===== config.mk =====
export PLATFORM = sky130hd
export DESIGN_NAME = sram_like_arbiter
export DESIGN_NICKNAME = d
export VERILOG_FILES = /design/src/rtl/sram_like_arbiter.sv
export SDC_FILE = /design/constraint.sdc
export NUM_CORES = 1
export LEC_CHECK = 0
export CAP_MARGIN = 15
export CORE_MARGIN = 4
export CORE_UTILIZATION = 26
export CTS_CLUSTER_DIAMETER = 30
export DETAILED_ROUTE_END_ITERATION = 10
export DONT_BUFFER_PORTS = 1
export GPL_TIMING_DRIVEN = 0
export MAX_ROUTING_LAYER = met4
export SLEW_MARGIN = 20
export SYNTH_ARGS = -nofsm -noshare
export SYNTH_HDL_FRONTEND = slang
export SYNTH_SLANG_ARGS = --single-unit
export TNS_END_PERCENT = 30

===== constraint.sdc =====
create_clock -name clk -period 1.4 [get_ports clk]
set_input_delay 0.35 -clock clk [delete_from_list [all_inputs] [get_ports clk]]
set_output_delay 0.35 -clock clk [all_outputs]
set_load 0.005 [all_outputs]

===== src/rtl/sram_like_arbiter.sv =====
// -----------------------------------------------------------------------------
// sram_like_arbiter
//
// Shares one sram-like memory port between the instruction-fetch requester
// (inst side) and the load/store requester (data side). A request is accepted
// in IDLE and its payload is latched. The latched request is then presented
// on the shared port until the port accepts it. The arbiter then waits for the
// single outstanding transaction to complete and routes data_ok back to the
// side that owns it.
//
// Parameters
//   ADDR_W     address width
//   DATA_W     data width
//   DATA_PRIO  1: data side wins simultaneous requests
//              0: round-robin on simultaneous requests (alternate vs last owner)
//
// Ports
//   clk, reset                    clock, synchronous active-high reset
//   inst_sram_*  / data_sram_*    requester-side sram-like ports
//     req/wr/size/addr/wdata      request in, held until *_addr_ok
//     addr_ok                     request accepted (combinational, IDLE only)
//     data_ok/rdata               completion and read data (rdata broadcast)
//   sram_*                        shared port towards the sram-like/AXI bridge
//     req/wr/size/addr/wdata      latched request, stable until sram_addr_ok
//     addr_ok/data_ok/rdata       bridge accept, completion, read data
// -----------------------------------------------------------------------------
module sram_like_arbiter #(
  parameter int ADDR_W    = 32,
  parameter int DATA_W    = 32,
  parameter bit DATA_PRIO = 1'b1
) (
  input  logic              clk,
  input  logic              reset,

  input  logic              inst_sram_req,
  input  logic              inst_sram_wr,
  input  logic [1:0]        inst_sram_size,
  input  logic [ADDR_W-1:0] inst_sram_addr,
  input  logic [DATA_W-1:0] inst_sram_wdata,
  output logic              inst_sram_addr_ok,
  output logic              inst_sram_data_ok,
  output logic [DATA_W-1:0] inst_sram_rdata,

  input  logic              data_sram_req,
  input  logic              data_sram_wr,
  input  logic [1:0]        data_sram_size,
  input  logic [ADDR_W-1:0] data_sram_addr,
  input  logic [DATA_W-1:0] data_sram_wdata,
  output logic              data_sram_addr_ok,
  output logic              data_sram_data_ok,
  output logic [DATA_W-1:0] data_sram_rdata,

  output logic              sram_req,
  output logic              sram_wr,
  output logic [1:0]        sram_size,
  output logic [ADDR_W-1:0] sram_addr,
  output logic [DATA_W-1:0] sram_wdata,
  input  logic              sram_addr_ok,
  input  logic              sram_data_ok,
  input  logic [DATA_W-1:0] sram_rdata
);

  typedef enum logic [1:0] {
    IDLE = 2'd0,
    ADDR = 2'd1,
    DATA = 2'd2
  } state_t;

  state_t            state;
  logic              owner;       // 0 = inst, 1 = data
  logic              last_owner;  // winner of the previous acceptance
  logic              req_wr;
  logic [1:0]        req_size;
  logic [ADDR_W-1:0] req_addr;
  logic [DATA_W-1:0] req_wdata;

  logic              grant_inst;
  logic              grant_data;
  logic              done;

  // Winner selection. An acceptance during a reset cycle would be discarded
  // by the reset, so nothing is acknowledged while reset is high.
  // NOTE: every signal assigned in always_comb gets a default first, so no
  // path can leave it unassigned and infer a latch.
  always_comb begin
    grant_inst = 1'b0;
    grant_data = 1'b0;
    if (state == IDLE && !reset) begin
      if (inst_sram_req && data_sram_req) begin
        if (DATA_PRIO) begin
          grant_data = 1'b1;
        end else if (last_owner) begin
          grant_inst = 1'b1;
        end else begin
          grant_data = 1'b1;
        end
      end else begin
        grant_inst = inst_sram_req;
        grant_data = data_sram_req;
      end
    end
  end

  assign inst_sram_addr_ok = grant_inst;
  assign data_sram_addr_ok = grant_data;

  // Completion only counts in DATA; a data_ok seen in IDLE or together with
  // addr_ok in ADDR belongs to nobody and is dropped.
  assign done              = (state == DATA) && sram_data_ok && !reset;
  assign inst_sram_data_ok = done && !owner;
  assign data_sram_data_ok = done && owner;

  // Read data is broadcast; only the owner's data_ok qualifies it.
  assign inst_sram_rdata   = sram_rdata;
  assign data_sram_rdata   = sram_rdata;

  assign sram_req          = (state == ADDR);
  assign sram_wr           = req_wr;
  assign sram_size         = req_size;
  assign sram_addr         = req_addr;
  assign sram_wdata        = req_wdata;

  // NOTE: sequential state uses non-blocking assignments only, so every
  // register samples its inputs from before the clock edge.
  always_ff @(posedge clk) begin
    if (reset) begin
      state      <= IDLE;
      owner      <= 1'b0;
      last_owner <= 1'b1;
      req_wr     <= 1'b0;
      req_size   <= 2'd0;
      req_addr   <= '0;
      req_wdata  <= '0;
    end else begin
      case (state)
        IDLE: begin
          if (grant_inst || grant_data) begin
            owner      <= grant_data;
            last_owner <= grant_data;
            state      <= ADDR;
            if (grant_data) begin
              req_wr    <= data_sram_wr;
              req_size  <= data_sram_size;
              req_addr  <= data_sram_addr;
              req_wdata <= data_sram_wdata;
            end else begin
              req_wr    <= inst_sram_wr;
              req_size  <= inst_sram_size;
              req_addr  <= inst_sram_addr;
              req_wdata <= inst_sram_wdata;
            end
          end
        end
        ADDR: begin
          if (sram_addr_ok) state <= DATA;
        end
        DATA: begin
          if (sram_data_ok) state <= IDLE;
        end
        default: state <= IDLE;
      endcase
    end
  end

endmodule


== Yosys cells after proc, flatten, opt, wreduce, memory -nomap -nowiden ==
Index checks and enable logic that the tools add are counted.
Word-level totals
  register bits: 70
  logic and storage cells: 35
Operators by class
  equal/unequal tests: 5
  mux-type cells: 12
  reduce and logical (&&, ||, !) cells: 12
Operator list (number)
  $mux W32: 2
  $mux W2: 4
  $logic_and A1 B1 Y1: 6
  $pmux W2 S3: 1
  $mux W1: 5
  $ne A2 B1 Y1 const B: 2
  $reduce_and A3 Y1: 1
  $eq A2 B1 Y1 const B: 1
  $eq A2 B2 Y1 const B: 1
  $logic_not A1 Y1: 2
  $logic_not A2 Y1: 1
  $ne A2 B2 Y1 const B: 1
  $reduce_and A2 Y1: 1
  $logic_or A1 B1 Y1: 1

== Longest topological paths before layout ==
Gate-level depths: netlist of the first run.
  depth after elaboration: 6
  depth in mapped cells: 5
  depth with buffers taken out: 3

== Worst setup path before layout of the first run ==
No wires, ideal clock.
  path kind: input port to output port
  start: input port reset
  end: output port inst_sram_addr_ok
  data arrival time: 1069 ps
  path slack: -19 ps
  cell stages on the path: 5
  path buffers: 2
  path through: buf_2 nor3_4 buf_2 nand2_1 nor2_1
Between the ends
  cells in the longest elaborated chain, start to end: 3
Ends and longest elaborated chain
  start: declaration: RTL line 33  | input logic reset,
  $logic_not A1 Y1: RTL line 88  | if (state == IDLE && !reset) begin
  $logic_and A1 B1 Y1: RTL line 88
  $mux W1: RTL line 88
  end: declaration: RTL line 40  | output logic inst_sram_addr_ok,
No other way between the ends.

== Final worst setup path of the first run ==
  start: register state[0]
  end: output port inst_sram_addr_ok
Between the ends
  cells in the longest elaborated chain, start to end: 3
Ends and longest elaborated chain
  start: declaration: RTL line 69  | state_t state;
  start signal: assignment: RTL line 127  | state <= IDLE;
  start signal: assignment: RTL line 140  | state <= ADDR;
  start signal: assignment: RTL line 155  | if (sram_addr_ok) state <= DATA;
  $logic_not A2 Y1: RTL line 88
  $logic_and A1 B1 Y1: RTL line 88
  $mux W1: RTL line 88
No other way between the ends.

==> metrics.txt, run 1 <==
HP Class in2reg; unrepaired setup endpoints after global routing yes; WP data arrival ~1.3 ns; Crit path depth 4; Leakage ~1.8 nW; cell breakdown of the critical path nor3_4 -> buf_6 -> nand2_4 -> nor2_4; Hold Buf Count CTS 0; top post-synthesis cells by area dfxtp_1 38%, buf_4 14%, a221oi_2 13%; Worst slew margin around half; largest area contributor in the netlist dfxtp_1; switching share of power between 20% and 30%; Seq/Total Area, Yosys between 30% and 40%; Hold Vio Cnt, Final 0; setup ws final -0.246 ns; most common cell in the synthesized netlist dfxtp_1; Crit Path Max Fanout 4; initial core utilization about a quarter; via/cell ratio ~5.1; Post-Syn Area between 0.003 and 0.004 sq mm; Clock Power Share between 40% and 50%; worst-case clock buffer depth 2; area delta synth->final 24.8%; CP delay by family, top simple AND/OR/NAND/NOR gates; Post-Route WL between 10,000 and 15,000 microns; Initial DRT Pass Iterations 8; Core ar. roughly 0.014 sq mm; GR Overflow Total 0; Reg-to-Reg End sram_addr[5]; Synth top area share roughly two fifths; Worst Setup SP state[0]; pin count of the biggest net entering global routing 13; Final #Nets a little under 600; ANT nets after route 0; crit path launch type register; post-route cell area around 0.0046 sq mm; ys flop type dfxtp_1; R2R Path Start state[0]; Worst VDD drop about 0.50 mV; vias in the first global route 3,087; crit-path max cell delay between 0.3 and 0.4 ns; fin crit share 118%; Max Slew Vio Count 0; Crit path required time between 1 and 1.5 ns; clock sinks 70; WL/cell just over 20 microns; Setup TNS -0.850 ns; die width between 100 and 150 microns; min Tclk post-route around 1.6 ns; Power Density ~1300 mW/mm^2; synth unique cells 23; fmax 608 MHz; worst path bufs/invs 1; Int Pwr between 4 and 5 mW; Post-Route Utilization 33.0%; gpl congestion approximately 0.8; die area 0.0161 sq mm; number of synthesized flops with an enable pin 0; CTS Root Cell clkbuf_16; Final HPWL DP between 9000 and 10,000 microns; worst skew pair latency about 0.34 ns; Async S/R FF share, synth 0%; initial antenna violation count 0; failing checks negative setup slack; IO Port Bufs 0; Yosys reg bits 70; Boundary Pins around 300; Seq pwr share around two fifths; Worst-Margin Slew between 0.7 and 0.8 ns; 1st-iter DRT viols 112; r2r setup slk ~0.010 ns; syn nets ~560; row cnt between 40 and 50; total track usage between 10% and 20%; status finished with violations; combinational share of power 20.0%; vias after detailed routing between 3,000 and 4,000; Synth warnings 0; CP Capture Point inst_sram_addr_ok; Max H-tree Level 3; cell count after synthesis approximately 400; drt drc 0; critical path's slowest cell dfxtp_4; n_diodes 0; critical path capture point type output pin; CTS tree yes; cell area after placement roughly 0.0039 sq mm; switching power 1.71 mW; critical path class reg2out; Die Y approximately 130 microns; clk slew on worst S/H paths 0.06 ns; Commonest cells post-synth 70 x dfxtp_1, 69 x inv_1, 67 x buf_4, 67 x o22ai_1, 36 x a221oi_1; share of cells above drive strength 1 roughly 40%; Final setup viols 4; first-pass GRT wire length 16,800 microns; Max Cap Viol 0; R2R cell count 6; CTS buffer count 9; clk_skew 0.00778 ns; syn avg cell area around 9.4 sq um
[sequential cells by signal, indices dropped and copies added, names as in the netlist]
name        flops
sram_wdata     32
sram_addr      32
sram_size       2
sram_wr         1
owner           1
state           2
[per-layer routing]
metal | GRT usage [%] | routed length, microns
met1 | 15.0 | 4590
met5 | - | 0
met3 | 4.93 | 1280
met4 | 5.30 | 140
met2 | 24.6 | 6220
[cells in the final DEF, fill, tap and decap left out]
cell | synthesis | routed
nor2b_2 | 0 | 1
buf_4 | 67 | 80
dfxtp_4 | 0 | 2
nand2_1 | 2 | 1
inv_1 | 69 | 69
buf_6 | 7 | 3
o22ai_1 | 67 | 67
nor3_1 | 1 | 1
buf_12 | 0 | 5
nor2_1 | 3 | 1
o21ai_4 | 0 | 1
a31o_1 | 1 | 1
buf_8 | 0 | 1
clkinvlp_4 | 0 | 2
o22a_1 | 1 | 1
nand2b_2 | 1 | 2
a2111oi_0 | 1 | 1
clkbuf_1 | 12 | 9
a221oi_1 | 36 | 28
buf_2 | 14 | 11
a221oi_2 | 31 | 39
dfxtp_1 | 70 | 68
clkbuf_8 | 0 | 1
nor2_4 | 0 | 2
nand2_4 | 0 | 1
clkbuf_16 | 0 | 12
clkinv_2 | 0 | 2
nor3_4 | 1 | 1
bufinv_16 | 0 | 2
nor4b_4 | 0 | 1
clkbuf_4 | 0 | 2
nor4bb_4 | 0 | 1
and2_4 | 0 | 1
[power groups by stage]
stage	sequential, mW	clock (mW)	combinational (mW)
after floorplan	2.41	0	0.848
after global placement	2.47	0	1.00
after detailed placement	2.47	0	1.03
after CTS	2.43	2.58	1.11
after global routing	2.46	2.68	1.35
final	2.43	2.51	1.23
[metrics by stage]
step / hold WS [ns] / power (mW) / setup slack, ns / std cells
2_1_floorplan: 0.459 / 3.25 / 0.0109 / 390
3_3_place_gp: 0.472 / 3.47 / -0.467 / 570
3_5_place_dp: 0.477 / 3.51 / -0.478 / 570
4_1_cts: 0.105 / 6.12 / -0.281 / 592
5_1_grt: 0.0985 / 6.48 / -0.310 / 600
6_report: 0.118 / 6.17 / -0.246 / 600
[timing repair]
action | in CTS | in global routing
setup endpoints to repair | 73 | 61
gates cloned | 0 | 4
resized for setup | 27 | 24
buffers inserted | 6 | 4
pin swaps | 4 | 25
hold endpoints to repair | 0 | 0
[area by class of cell]
class,instances,area [sq um]
multi-input cells,151,1440
flip-flops and latches,70,1410
inverters,69,259
clock inverters,6,85.1
well taps,180,225
clock buffers,10,239
repair buffers,14,168
fillers,1409,9300
plain buffers,100,761
[worst min-delay path by stage]
stage	start	to	slack [ns]	depth (start not counted)
finish	sram_addr_ok	state[0]	0.12	1
global route	sram_addr_ok	state[0]	0.1	1
CTS	sram_addr_ok	state[0]	0.11	1
detailed placement	sram_wdata[11]	sram_wdata[11]	0.48	2
global placement	sram_wdata[15]	sram_wdata[15]	0.47	2
floorplan	sram_addr[30]	sram_addr[30]	0.46	2
[cell families after synthesis]
family / share of synthesized area [%]
buffers and inverters: 26.0
AOI/OAI and AO/OA: 33.5
DFF: 38.1
and+or+nand+nor: 2.35
Power figures use the tool's default switching activity.
==> run 2, diff against run 1 <==
Settings changed: ABC_AREA set to 1.
==> metrics.txt, run 2 <==
Synth top area share 31.2%; clk_skew 0.00938 ns; cell count after synthesis between 700 and 800; most common cell in the synthesized netlist nand2_1; Boundary Pins 308; post-route cell area between 0.005 and 0.006 sq mm; DP Worst Slack -0.431 ns; ys flop type dfxtp_1; initial antenna violation count 0; CTS buffer count 9; ANT nets after route 0; Seq pwr share around 38%; commonest cells after routing, fill and taps aside 272 x nand2_1, 180 x nor2_1, 140 x inv_1; WP data arrival 1.19 ns; GR Overflow Total 0; cell breakdown of the critical path nor2_4 -> nand3_2 -> buf_6 -> buf_12 -> clkinv_4; first-pass GRT wire length approximately 21,000 microns; Core ar. roughly 0.017 sq mm; Clock Power Share 42.2%; critical path capture point type output pin; unrepaired setup endpoints after global routing yes; IO Port Bufs 0; Final #Nets just under 1,000; clk slew on worst S/H paths 0.05 ns; Cells after DPL slightly above 1,000; grt peak-use layer met2; met3 Use GR roughly 5.1%; Hold Vio Cnt, Final 0; Async S/R FF share, synth 0%; status finished with violations; Global Route met2 Usage between 20 and 25%; clock sinks 70; Die Y approximately 140 microns; 1st-iter DRT viols around 140; Setup TNS -1.34 ns; vias in the first global route just under 4,000; vias after detailed routing roughly 4,300; HP Class in2reg; die area roughly 0.02 sq mm; gpl congestion just over 0.8; Max H-tree Level 3; switching share of power 28.5%; Max Slew Vio Count 0; share of cells above drive strength 1 between 15 and 20%; n_diodes 0; Post-Syn Area around 0.0045 sq mm; Int Pwr around 4.4 mW; critical path class reg2out; Layout Cells excl Fill ~1,000; GR met1 Demand/Resource between 10% and 20%; Yosys reg bits 70; syn nets between 900 and 1,000; Worst-Margin Slew about 0.47 ns; die width between 100 and 150 microns; CTS Root Cell clkbuf_16; critical path's slowest cell dfxtp_4; combinational share of power about a fifth; Commonest cells post-synth 272 x nand2_1, 202 x nor2_1, 142 x inv_1; top post-synthesis cells by area dfxtp_1 31%, nand2_1 23%, nor2_1 17%; CTS tree yes; Max Cap Viol 0; Worst VDD drop ~0.55 mV; setup ws final -0.144 ns; largest area contributor in the netlist dfxtp_1; Seq/Total Area, Yosys a little under a third; syn avg cell area ~5.6 sq um; worst skew pair latency about 0.34 ns; cell area after placement 0.00476 sq mm; Post-Route WL around 14,000 microns; worst-case clock buffer depth 2; Leakage around 3.1 nW; crit-path max cell delay roughly 0.36 ns; Final setup viols between 40 and 50; Power Density roughly 1100 mW/mm^2; Synth warnings 0; total track usage 14.4%; area delta synth->final 20.6%; Crit path required time between 1 and 1.5 ns; Initial DRT Pass Iterations 4; fmax 648 MHz; min Tclk post-route 1.54 ns; via/cell ratio roughly 4.1; drt drc 0; most common cell after layout, fill and taps aside nand2_1; Final HPWL DP 11,300 microns; Filler Cell Count between 1,500 and 2,000; failing checks negative setup slack; crit path launch type register; initial core utilization a little over a quarter; pin count of the biggest net entering global routing 13; switching power about 1.8 mW; synth unique cells 18; fin crit share 110%; Crit Path Max Fanout 4; WL/cell roughly 14 microns; Worst slew margin a little under 70%; row cnt 47; Post-Route Utilization 32.3%; number of synthesized flops with an enable pin 0
==> run 2: cell count changes after synthesis, moves of 31 or more <==
cell / previous run / this run
a221oi_1: 36 / 0
a221oi_2: 31 / 0
inv_1: 69 / 142
nand2_1: 2 / 272
nor2_1: 3 / 202
o22ai_1: 67 / 0
==> run 2: cell families after synthesis <==
| group | synth area share [%] |
|---|---|
| AND/OR/NAND/NOR | 40.6 |
| flip-flops | 31.2 |
| buffers and inverters | 27.3 |
| AO/OA/AOI/OAI | 0.808 |
==> run 2: repair_timing <==
item,4_1_cts,5_1_grt
pin swaps,2,4
hold buffers,0,0
resized for setup,44,35
cloned,0,0
buffers inserted,11,0
endpoints found under the setup margin,72,72
==> run 2: layout make-up <==
class                      instances  area, sq um  area share [%]
multi-input combinational        486         1960            36.1
sequential                        70         1410            26.0
buffer                            99          793            14.7
inverter                         143          542            10.0
tap                              220          275            5.09
clock buffer                      12          267            4.92
timing repair buffer              11         97.6            1.80
clock inverter                     4         76.3            1.41
==> run 2: through the flow <==
stage,total power [mW],hold WS (ns)
floorplan,3.23,0.419
global placement,3.50,0.421
global route,6.61,0.0481
CTS,6.29,0.0518
finish,6.20,0.0763
detailed placement,3.52,0.423
==> run 2: final timing paths <==
path                               start                end  slack (ns)  depth (start not counted)
worst max-delay path            state[1]  data_sram_addr_ok       -0.14                          5
worst min-delay path               reset           state[0]        0.08                          1
worst max register to register  state[1]      sram_addr[13]       -0.10                          9
worst min register to register  state[1]           state[1]        0.53                          2
==> run 2: routing by layer <==
| layer | up-vias | share of wire, % |
|---|---|---|
| met1 | 1811 | 40 |
| li1 | 2229 | - |
| met4 | 0 | 1.7 |
| met5 | - | 0 |
| met2 | 209 | 49 |
| met3 | 14 | 9.2 |
==> run 2: power groups by stage <==
stage                     combinational, mW  clock, mW  sequential (mW)
after detailed placement               1.11          0             2.41
after CTS                              1.22       2.71             2.36
final                                  1.23       2.62             2.36
after global routing                   1.42       2.81             2.38
after global placement                 1.10          0             2.40
after floorplan                       0.897          0             2.33
==> run 2: critical path, delay by kind of cell, from the launching register on <==
kind	cells	cell delay [ns]
buffers and inverters	3	0.28
DFF	1	0.36
and+or+nand+nor	2	0.22
==> run 3, diff against run 2 <==
Settings changed: CORE_ASPECT_RATIO set to 1.2.
==> metrics.txt, run 3 (synthesis gave the netlist of run 2 again) <==
Worst-Margin Slew about 0.5 ns; status finished with violations; critical path capture point type output pin; clk_skew roughly 0.0032 ns; die width around 130 microns; combinational share of power a little over a fifth; Max Slew Vio Count 0; Crit Path Max Fanout 3; Crit path required time about 1.1 ns; initial antenna violation count 0; WL/cell 14.5 microns; share of cells above drive strength 1 roughly 18%; worst skew pair latency 0.33 ns; Power Density approximately 1100 mW/mm^2; total track usage 15.0%; hold path start reset; WHS 0.0704 ns; WHS Endpoint state[0]; Boundary Pins 308; row cnt 52; drt drc 0; most common cell after layout, fill and taps aside nand2_1; Initial DRT Pass Iterations 4; area delta synth->final 21.6%; cell area after placement around 0.0048 sq mm; first-pass GRT wire length roughly 22,000 microns; vias in the first global route about 4,100; CTS Root Cell clkbuf_16; critical path class reg2out; HP Class in2reg; gpl congestion between 0.7 and 0.8; failing checks negative setup slack; Reg-to-Reg End sram_addr[28]; 1st-iter DRT viols 163; min Tclk post-route roughly 1.5 ns; Hold Vio Cnt, Final 0; R2R cell count 10; Seq pwr share 39.8%; switching power between 1.5 and 2 mW; switching share of power 29.8%; initial core utilization between 20% and 30%; Die Y 152 microns; Final HPWL DP 11,600 microns; pin count of the biggest net entering global routing 13; Post-Route WL 15,100 microns; r2r setup slk -0.10 ns; CTS buffer count 9; R2R Path Start state[0]; fin crit share 109%; ANT nets after route 0; hold path depth 1; post-route cell area 0.00546 sq mm; n_diodes 0; clk slew on worst S/H paths 0.06 ns; fmax between 600 and 700 MHz; setup ws final -0.130 ns; Int Pwr about 4.1 mW; Final #Nets between 900 and 1,000; Final setup viols between 50 and 60; Core ar. between 0.015 and 0.02 sq mm; Max H-tree Level 3; unrepaired setup endpoints after global routing yes; via/cell ratio 4.12; commonest cells after routing, fill and taps aside 271 x nand2_1, 183 x nor2_1, 141 x inv_1; WP data arrival 1.18 ns; crit path launch type register; clock sinks 70; IO Port Bufs 0; Worst VDD drop approximately 0.48 mV; vias after detailed routing between 4,000 and 5,000; worst-case clock buffer depth 2; die area 0.0194 sq mm; Clock Power Share 38.3%; CTS tree yes; Leakage 3.16 nW; Worst slew margin between 60% and 70%; Max Cap Viol 0; GR Overflow Total 0
==> run 3: cell count changes in the layout (fill, tap and decap cells not counted), moves of 3 or more <==
cell / change
buf_4: -5
clkbuf_16: +4
clkbuf_8: -3
nor2_1: +3
buf_12: +3
clkbuf_1: +3
buf_6: -4
==> run 3: cell type report <==
cell class | instances | area (sq um)
clock inverter | 4 | 47.5
inverter | 143 | 542
buffer | 99 | 821
multi-input combinational | 486 | 1940
tap | 216 | 270
timing repair buffer | 14 | 195
sequential | 70 | 1400
clock buffer | 12 | 236
fill | 1923 | 11500
==> run 3: critical path: stages, from the launching register on <==
cell and delay (ns):
dfxtp_2 0.33, nor2_4 0.13, nand3_2 0.08, buf_6 0.14, buf_12 0.13, clkinv_4 0.04
==> run 3: stage by stage <==
stage	setup TNS [ns]	utilization [%]	power (mW)	worst slack (ns)	cells
after global placement	-18.19	28.1	3.51	-0.437	1015
after floorplan	0	-	3.23	0.0452	799
after CTS	-5.28	31.0	5.96	-0.167	1038
final	-2.62	32.3	5.90	-0.130	1044
after detailed placement	-18.18	28.1	3.53	-0.428	1015
after global routing	-9.63	32.3	6.31	-0.205	1044
==> run 3: how the worst max path moves through the flow <==
stage,start,slack (ns),end
6_report,state[0],-0.13,data_sram_addr_ok
5_1_grt,state[0],-0.21,data_sram_addr_ok
4_1_cts,state[0],-0.17,data_sram_addr_ok
3_5_place_dp,reset,-0.43,sram_wdata[23]
3_3_place_gp,reset,-0.44,sram_wdata[23]
2_1_floorplan,state[1],0.05,data_sram_addr_ok
==> run 3: routing by layer <==
metal	wire length, microns	track usage, %
met1	5630	15.3
met2	7840	26.9
met3	1390	4.88
met4	267	4.60
met5	0	-
==> run 3: timing repair <==
item,CTS,global route
hold buffers,0,0
gates cloned,0,4
gates resized for setup,48,31
setup buffers,8,2
setup endpoints to repair,72,71
pin swaps,3,6
==> run 3: power groups by stage <==
stage | Clock, mW | Sequential [mW] | Combinational (mW)
floorplan | 0 | 2.33 | 0.897
global placement | 0 | 2.40 | 1.11
detailed placement | 0 | 2.40 | 1.13
CTS | 2.37 | 2.36 | 1.23
global route | 2.45 | 2.38 | 1.48
finish | 2.26 | 2.35 | 1.29
